==> src/rtl/edge_capture_ctrl.sv <==
// Edge-time capture sequencer: settle delay, N-edge record window, watchdog timeout.
// All outputs registered; config latched at accepted start.
module edge_capture_ctrl #(
  parameter int SETTLE_W  = 16,
  parameter int COUNT_W   = 16,
  parameter int TIMEOUT_W = 20
) (
  input  logic                 clock,
  input  logic                 reset,
  input  logic                 start,
  input  logic                 abort,
  input  logic [SETTLE_W-1:0]  settle_cycles,
  input  logic [COUNT_W-1:0]   num_edges,
  input  logic [TIMEOUT_W-1:0] timeout_cycles,
  input  logic                 meas_level,
  output logic                 record_enable,
  output logic                 busy,
  output logic                 done,
  output logic                 timed_out,
  output logic [COUNT_W-1:0]   edge_count,
  output logic [TIMEOUT_W-1:0] cycles_elapsed
);

  typedef enum logic [1:0] {
    ST_IDLE    = 2'd0,
    ST_SETTLE  = 2'd1,
    ST_CAPTURE = 2'd2,
    ST_DONE    = 2'd3
  } state_t;

  state_t               state_q, state_d;
  logic                 meas_prev_q, meas_prev_d;
  logic [SETTLE_W-1:0]  settle_cnt_q, settle_cnt_d;
  logic [COUNT_W-1:0]   num_edges_q, num_edges_d;
  logic [TIMEOUT_W-1:0] timeout_q, timeout_d;
  logic                 record_enable_q, record_enable_d;
  logic                 busy_q, busy_d;
  logic                 done_q, done_d;
  logic                 timed_out_q, timed_out_d;
  logic [COUNT_W-1:0]   edge_count_q, edge_count_d;
  logic [TIMEOUT_W-1:0] cycles_elapsed_q, cycles_elapsed_d;

  logic                 rise;
  logic [COUNT_W-1:0]   edge_inc;
  logic [TIMEOUT_W-1:0] cyc_inc;

  assign rise     = meas_level & ~meas_prev_q;
  assign edge_inc = edge_count_q + COUNT_W'(1);
  assign cyc_inc  = (cycles_elapsed_q == '1) ? cycles_elapsed_q
                                             : cycles_elapsed_q + TIMEOUT_W'(1);

  always_comb begin
    state_d          = state_q;
    meas_prev_d      = meas_level;
    settle_cnt_d     = settle_cnt_q;
    num_edges_d      = num_edges_q;
    timeout_d        = timeout_q;
    record_enable_d  = record_enable_q;
    busy_d           = busy_q;
    done_d           = done_q;
    timed_out_d      = timed_out_q;
    edge_count_d     = edge_count_q;
    cycles_elapsed_d = cycles_elapsed_q;

    case (state_q)
      ST_IDLE, ST_DONE: begin
        if (abort) begin
          state_d     = ST_IDLE;
          done_d      = 1'b0;
          timed_out_d = 1'b0;
        end else if (start) begin
          num_edges_d      = num_edges;
          timeout_d        = timeout_cycles;
          edge_count_d     = '0;
          cycles_elapsed_d = '0;
          done_d           = 1'b0;
          timed_out_d      = 1'b0;
          if (num_edges == '0) begin
            state_d = ST_DONE;
            done_d  = 1'b1;
          end else if (settle_cycles == '0) begin
            state_d         = ST_CAPTURE;
            record_enable_d = 1'b1;
            busy_d          = 1'b1;
          end else begin
            state_d      = ST_SETTLE;
            settle_cnt_d = settle_cycles;
            busy_d       = 1'b1;
          end
        end
      end

      ST_SETTLE: begin
        if (abort) begin
          state_d = ST_IDLE;
          busy_d  = 1'b0;
        end else begin
          settle_cnt_d = settle_cnt_q - SETTLE_W'(1);
          if (settle_cnt_q <= SETTLE_W'(1)) begin
            state_d         = ST_CAPTURE;
            record_enable_d = 1'b1;
          end
        end
      end

      ST_CAPTURE: begin
        if (abort) begin
          // Counters are left untouched so software can inspect the partial run.
          state_d         = ST_IDLE;
          record_enable_d = 1'b0;
          busy_d          = 1'b0;
        end else begin
          cycles_elapsed_d = cyc_inc;
          if (rise) edge_count_d = edge_inc;
          // The final edge takes priority over a coincident timeout.
          if (rise && (edge_inc == num_edges_q)) begin
            state_d         = ST_DONE;
            record_enable_d = 1'b0;
            busy_d          = 1'b0;
            done_d          = 1'b1;
            timed_out_d     = 1'b0;
          end else if ((timeout_q != '0) && (cyc_inc == timeout_q)) begin
            state_d         = ST_DONE;
            record_enable_d = 1'b0;
            busy_d          = 1'b0;
            done_d          = 1'b1;
            timed_out_d     = 1'b1;
          end
        end
      end

      default: begin
        state_d         = ST_IDLE;
        record_enable_d = 1'b0;
        busy_d          = 1'b0;
        done_d          = 1'b0;
        timed_out_d     = 1'b0;
      end
    endcase
  end

  always_ff @(posedge clock or posedge reset) begin
    if (reset) begin
      state_q          <= ST_IDLE;
      meas_prev_q      <= 1'b0;
      settle_cnt_q     <= '0;
      num_edges_q      <= '0;
      timeout_q        <= '0;
      record_enable_q  <= 1'b0;
      busy_q           <= 1'b0;
      done_q           <= 1'b0;
      timed_out_q      <= 1'b0;
      edge_count_q     <= '0;
      cycles_elapsed_q <= '0;
    end else begin
      state_q          <= state_d;
      meas_prev_q      <= meas_prev_d;
      settle_cnt_q     <= settle_cnt_d;
      num_edges_q      <= num_edges_d;
      timeout_q        <= timeout_d;
      record_enable_q  <= record_enable_d;
      busy_q           <= busy_d;
      done_q           <= done_d;
      timed_out_q      <= timed_out_d;
      edge_count_q     <= edge_count_d;
      cycles_elapsed_q <= cycles_elapsed_d;
    end
  end

  assign record_enable  = record_enable_q;
  assign busy           = busy_q;
  assign done           = done_q;
  assign timed_out      = timed_out_q;
  assign edge_count     = edge_count_q;
  assign cycles_elapsed = cycles_elapsed_q;

endmodule

==> config.mk <==
export PLATFORM = sky130hd
export DESIGN_NAME = edge_capture_ctrl
export DESIGN_NICKNAME = d
export VERILOG_FILES = /design/src/rtl/edge_capture_ctrl.sv
export SDC_FILE = /design/constraint.sdc
export NUM_CORES = 1
export LEC_CHECK = 0
export ABC_CLOCK_PERIOD_IN_PS = 2850
export BUFFER_PORTS_ARGS = -buffer_cell sky130_fd_sc_hd__buf_2
export CAP_MARGIN = 20
export CORE_MARGIN = 2
export CORE_UTILIZATION = 25
export DETAILED_ROUTE_END_ITERATION = 8
export GPL_TIMING_DRIVEN = 1
export SYNTH_ARGS = -nofsm -noshare
export SYNTH_HDL_FRONTEND = slang
export SYNTH_SLANG_ARGS = --single-unit
==> constraint.sdc <==
create_clock -name clock -period 2.85 [get_ports clock]
set_input_delay 0.285 -clock clock [delete_from_list [all_inputs] [get_ports clock]]
set_output_delay 0.285 -clock clock [all_outputs]
set_load 0.02 [all_outputs]
Yosys cells after proc, flatten, opt, wreduce, memory -nomap -nowiden
Cells that the tools add are included.
- multiplexer cells: 53
- equality and inequality tests: 20
- $add $sub $neg: 3
- bitwise operators: 3
- magnitude comparators: 1
- reduce and logical (&&, ||, !) cells: 17
- operator list (kind ; number):
    $mux W16 ; 9
    $mux W20 ; 4
    $pmux W16 S2 ; 2
    $pmux W20 S2 ; 1
    $logic_not A16 Y1 ; 2
    $mux W1 ; 23
    $add A20 B1 Y20 const B ; 1
    $eq A20 B20 Y1 ; 1
    $eq A20 B20 Y1 const B ; 1
    $ne A2 B2 Y1 const B ; 10
    $reduce_bool A20 Y1 ; 1
    $mux W2 ; 9
    $add A16 B1 Y16 const B ; 1
    $eq A16 B16 Y1 ; 1
    $le A16 B1 Y1 const B ; 1
    $sub A16 B1 Y16 const B ; 1
    $reduce_and A5 Y1 ; 2
    $ne A3 B3 Y1 const B ; 3
    $reduce_and A4 Y1 ; 2
    $reduce_and A7 Y1 ; 1
    $pmux W1 S3 ; 2
    $pmux W2 S3 ; 1
    $reduce_and A3 Y1 ; 2
    $reduce_and A6 Y1 ; 1
    10 further kinds ; 15
- output and inout bits: 40
- input port bits: 57
- word-level logic and storage cells: 108
- register bits: 95

Depth between registers and ports, before layout
- depth after elaboration: 8
- gate-level depth with buffers: 11
- mapped depth without buffers: 10

Least setup slack after synthesis
OpenSTA, ideal clock, no wires.
- kind: flip-flop to flip-flop
- start point: reg cycles_elapsed_q[0], in the netlist cycles_elapsed[0]
- end point: reg busy_q, in the netlist busy
- setup time: 0.122 ns
- arrival: 2.896 ns
- cell stages (with the launch flop): 11
- path slack: -0.168 ns
- required time: 2.728 ns
- clock period less this slack: 3.018 ns
- path buffers: 0
- path through: dfrtp_1 -> ha_1 -> nand3_1 -> nor2_1 -> a2111oi_1 -> mux2i_1 -> o2111ai_1 -> nor4_4 -> a31o_2 -> nand2_1 -> a32o_1
- longest elaborated chain between the ends: 6
- elaborated cells on any way between the ends: 7
- those cells by class: add/sub: 1; eq/ne: 3; mux: 1; reduce/logical: 2
- RTL lines (element ; RTL line ; RTL):
    start, declared ; 41 ; logic [TIMEOUT_W-1:0] cycles_elapsed_q, cycles_elapsed_d;
    start signal, assigned ; 166 ; cycles_elapsed_q <= cycles_elapsed_d;
    $add A20 B1 Y20 / $eq A20 B20 Y1 (equally long branches) ; 50, 49 ;
    $mux W20 (*) ; 49 ; assign cyc_inc = (cycles_elapsed_q == '1) ? cycles_elapsed_q
    $eq A20 B20 Y1 (*) ; 122 ; end else if ((timeout_q != '0) && (cyc_inc == timeout_q)) begin
    $logic_and A1 B1 Y1 (*) ; 122 ;
    $ne A4 B4 Y1 (no source line) (*) ; -- ;
    $reduce_and A5 Y1 (no source line) (*) ; -- ;
    end signal, assigned ; 162 ; busy_q <= busy_d;
    end, declared ; 37 ; logic busy_q, busy_d;
Mark *: on every way between the ends. The rest lies on a longest branch, timed or not.
A chain may end at the register's enable or synchronous reset.

Worst setup path in the final report
- start point: reg cycles_elapsed_q[2], in the netlist cycles_elapsed[2]
- end point: reg busy_q, in the netlist busy
The elaborated chain is that of the path after synthesis.

==> flow_metrics.env <==
export IMPL_fin_crit_ns=2.81
export IMPL_status="completed"
export IMPL_crit_arrival_ns=3.05
export IMPL_rows=57
export IMPL_nets=895
export IMPL_die_area_um2=25600
export IMPL_dp_hpwl_mm=14.5
export IMPL_drtPass1Iterations=5
export IMPL_finalSetupTns_ns=0
export IMPL_vias_per_cell=5.08
export IMPL_antenna_found_initial=3
export IMPL_vias=5903
export IMPL_floorplan_initialDensity_pct=25.2
export IMPL_netlist_area_um2=6080
export IMPL_end_kind="register"
export IMPL_htreeDepth=3
export IMPL_max_slew_worst_pin_slew_ns=0.759
export IMPL_drv_slew=0
export IMPL_area_delta_synth_final_pct=29.9
export IMPL_finalWorstSetupSlack_ns=0.0386
export IMPL_setup_viol=0
export IMPL_fin_skew_ns=0.0118
export IMPL_synth_seq_area_share_pct=39.1
export IMPL_critPathLaunchType="register"
export IMPL_clock_sinks=95
export IMPL_io_pins=97
export IMPL_dp_cells=1132
export IMPL_cp_max_fo=6
export IMPL_nFillCells=2579
export IMPL_hold_buffers=0
export IMPL_dp_slack_ns=0.0114
export IMPL_root_buffer="clkbuf_16"
export IMPL_grt_usage_pct=15.1
export IMPL_rr_worst_depth=10
export IMPL_final_cells=1162
export IMPL_synth_cell_types=67
export IMPL_drt_wirelength_per_cell_um=16.6
export IMPL_fp_dieH_um=160
export IMPL_port_buffers=96
export IMPL_drt_iter0_markers=367
export IMPL_hold_class="primary input to asynchronous set/reset pin"
export IMPL_gpl_final_weighted_congestion=0.920
export IMPL_cts_buffers=9
export IMPL_grt_ovfl_total=0
export IMPL_max_slew_margin_pct=49.3
export IMPL_fin_crit_sh_pct=98.6
export IMPL_grt_max_degree=35
export IMPL_yosys_warnings=0
export IMPL_rsz0062_at_grt="yes"
export IMPL_max_cap_violations=0
export IMPL_p_leak_uw=0.00333
export IMPL_drc=0
export IMPL_ir_drop_mv=0.354
export IMPL_clock_latency_ns=0.35
export IMPL_die_w_um=160
export IMPL_drive_above_1_share_pct=32.3
export IMPL_cts_tree="built"
export IMPL_grt_pass1_wl_mm=30.9
export IMPL_final_antenna_net_count=0
export IMPL_core_um2=24100
export IMPL_synth_edf_count=0
export IMPL_synth_ff_type="dfrtp_1"
export IMPL_hold_violations=0
export IMPL_syn_avg_cell_area_um2=8.87
export IMPL_clk_path_buf_depth=2
export IMPL_wirelength_mm=19.3
export IMPL_async_reset_ff_share_pct=100
export IMPL_syn_inst=686
export IMPL_crit_type="register to register"
export IMPL_ys_ff_latch=95
export IMPL_p_per_area_nw_per_um2=699
export IMPL_clk_pin_slew_ns=0.07
export IMPL_synth_nets=749
export IMPL_crit_required_ns=3.08
export IMPL_fmax_ghz=0.356
export IMPL_first_global_vias=5713
critical path, stage by stage, from the launching register on:
cell	delay (ns)
dfrtp_1	0.42
and4_2	0.29
nand2_2	0.14
a2111oi_4	0.38
mux2i_1	0.33
o2111ai_2	0.19
nor4_4	0.29
buf_4	0.19
a31o_4	0.17
nand2_1	0.05
a32o_1	0.25
synth_stat cells, types with 7 or more instances:
cell type  number  share of area (%)
inv_1          18                1.1
xnor2_1        32                4.6
o21ai_0        64                5.3
clkbuf_1       25                1.5
a31oi_1        12                1.2
nor4_1         20                2.1
a21oi_1        41                3.4
o22ai_1         7               0.72
nand4_1        13                1.3
xor2_1         14                2.0
dfrtp_1        95                 39
o31ai_1        13                1.6
or3_1           9               0.93
nor2_1         47                2.9
buf_2          11               0.91
mux2_2         38                7.0
mux2i_1        10                1.6
nand2_1        56                3.5
and2_1          9               0.93
nand3_1        27                2.2
nor3_1         19                1.6
cell families (layout without fill, tap and decap cells):
kind of cell	count (synthesis)	after routing	share of synthesized area, %
and+or+nand+nor	245	245	21.2
AOI/OAI and AO/OA	188	188	19.4
muxes	48	48	8.68
adders and majority gates	6	6	1.23
other	0	1	0
DFF	95	95	39.1
buffers and inverters	58	209	3.81
xor gates and xnor gates	46	46	6.62
report_power, final:
group / leakage (µW) / internal, µW / switching (µW) / total [µW]
sequential: 0.00119 / 1760 / 504 / 2270
combinational: 0.00200 / 984 / 1130 / 2120
clock: 0.000132 / 612 / 525 / 1140
layout by cell type, fill, tap and decap left out, types with 11 or more instances in the layout:
cell / count
buf_2: 96
dfrtp_1: 92
buf_4: 77
o21ai_0: 64
nand2_1: 55
nor2_1: 43
a21oi_1: 39
mux2_2: 38
xnor2_1: 31
nand3_1: 22
nor4_1: 18
inv_1: 17
nor3_1: 17
xor2_1: 14
o31ai_1: 13
nand4_1: 13
a31oi_1: 11
worst paths after layout:
path                                                    start                              to  slack [ns]
worst min-delay path                                    reset      num_edges_q[8]$_DFFE_PP0P_        0.06
max in group asynchronous                               reset  cycles_elapsed[10]$_DFFE_PP0P_        2.16
worst max-delay path            cycles_elapsed[2]$_DFFE_PP0P_                busy$_DFFE_PP0P_        0.04
worst max register to register  cycles_elapsed[2]$_DFFE_PP0P_                busy$_DFFE_PP0P_        0.04
worst min register to register    settle_cnt_q[8]$_DFFE_PP0P_     settle_cnt_q[8]$_DFFE_PP0P_        0.51
min in group clock                                 meas_level           meas_prev_q$_DFF_PP0_        0.08
per-layer routing:
layer | part of all wire [%] | track usage, % | wire (µm) | vias to the layer above
met4 | 3.0 | 6.39 | 587 | 2
li1 | - | - | - | 2839
met5 | 0.067 | 0 | 13 | -
met2 | 46 | 23.5 | 8790 | 189
met1 | 45 | 20.3 | 8610 | 2831
met3 | 6.6 | 3.40 | 1270 | 42
timing repair:
| item | 4_1_cts | 5_1_grt |
|---|---|---|
| setup endpoints to repair | 2 | 6 |
| gates cloned | 0 | 0 |
| pin swaps | 1 | 18 |
| buffers inserted | 0 | 14 |
| resized for setup | 0 | 30 |
sequential cells by signal, indices dropped and copies added, names as in the netlist:
register / cells
cycles_elapsed: 20
timeout_q: 20
state_q: 2
record_enable: 1
num_edges_q: 16
busy: 1
settle_cnt_q: 16
edge_count: 16
timed_out: 1
done: 1
meas_prev_q: 1
per-stage QoR:
stage	total power [µW]	util, %	hold WS [ns]	cell area, µm²
6_report	5520	32.8	0.0616	7900
5_1_grt	5910	32.8	0.0718	7900
4_1_cts	5450	31.7	0.0668	7650
3_5_place_dp	4290	30.6	0.433	7380
3_3_place_gp	4260	30.6	0.425	7380
2_1_floorplan	3620	-	0.316	6140
area by class of cell:
class	count	area (µm²)	share of cell area (%)
multi-input cells	533	3670	46.5
flip-flops and latches	95	2380	30.1
well taps	324	405	5.13
inverters	18	71.3	0.903
clock inverters	4	22.5	0.285
clock buffers	12	246	3.12
diodes	1	2.50	0.0317
repair buffers	175	1100	13.9
No activity file was read; power rests on OpenSTA's default activity.
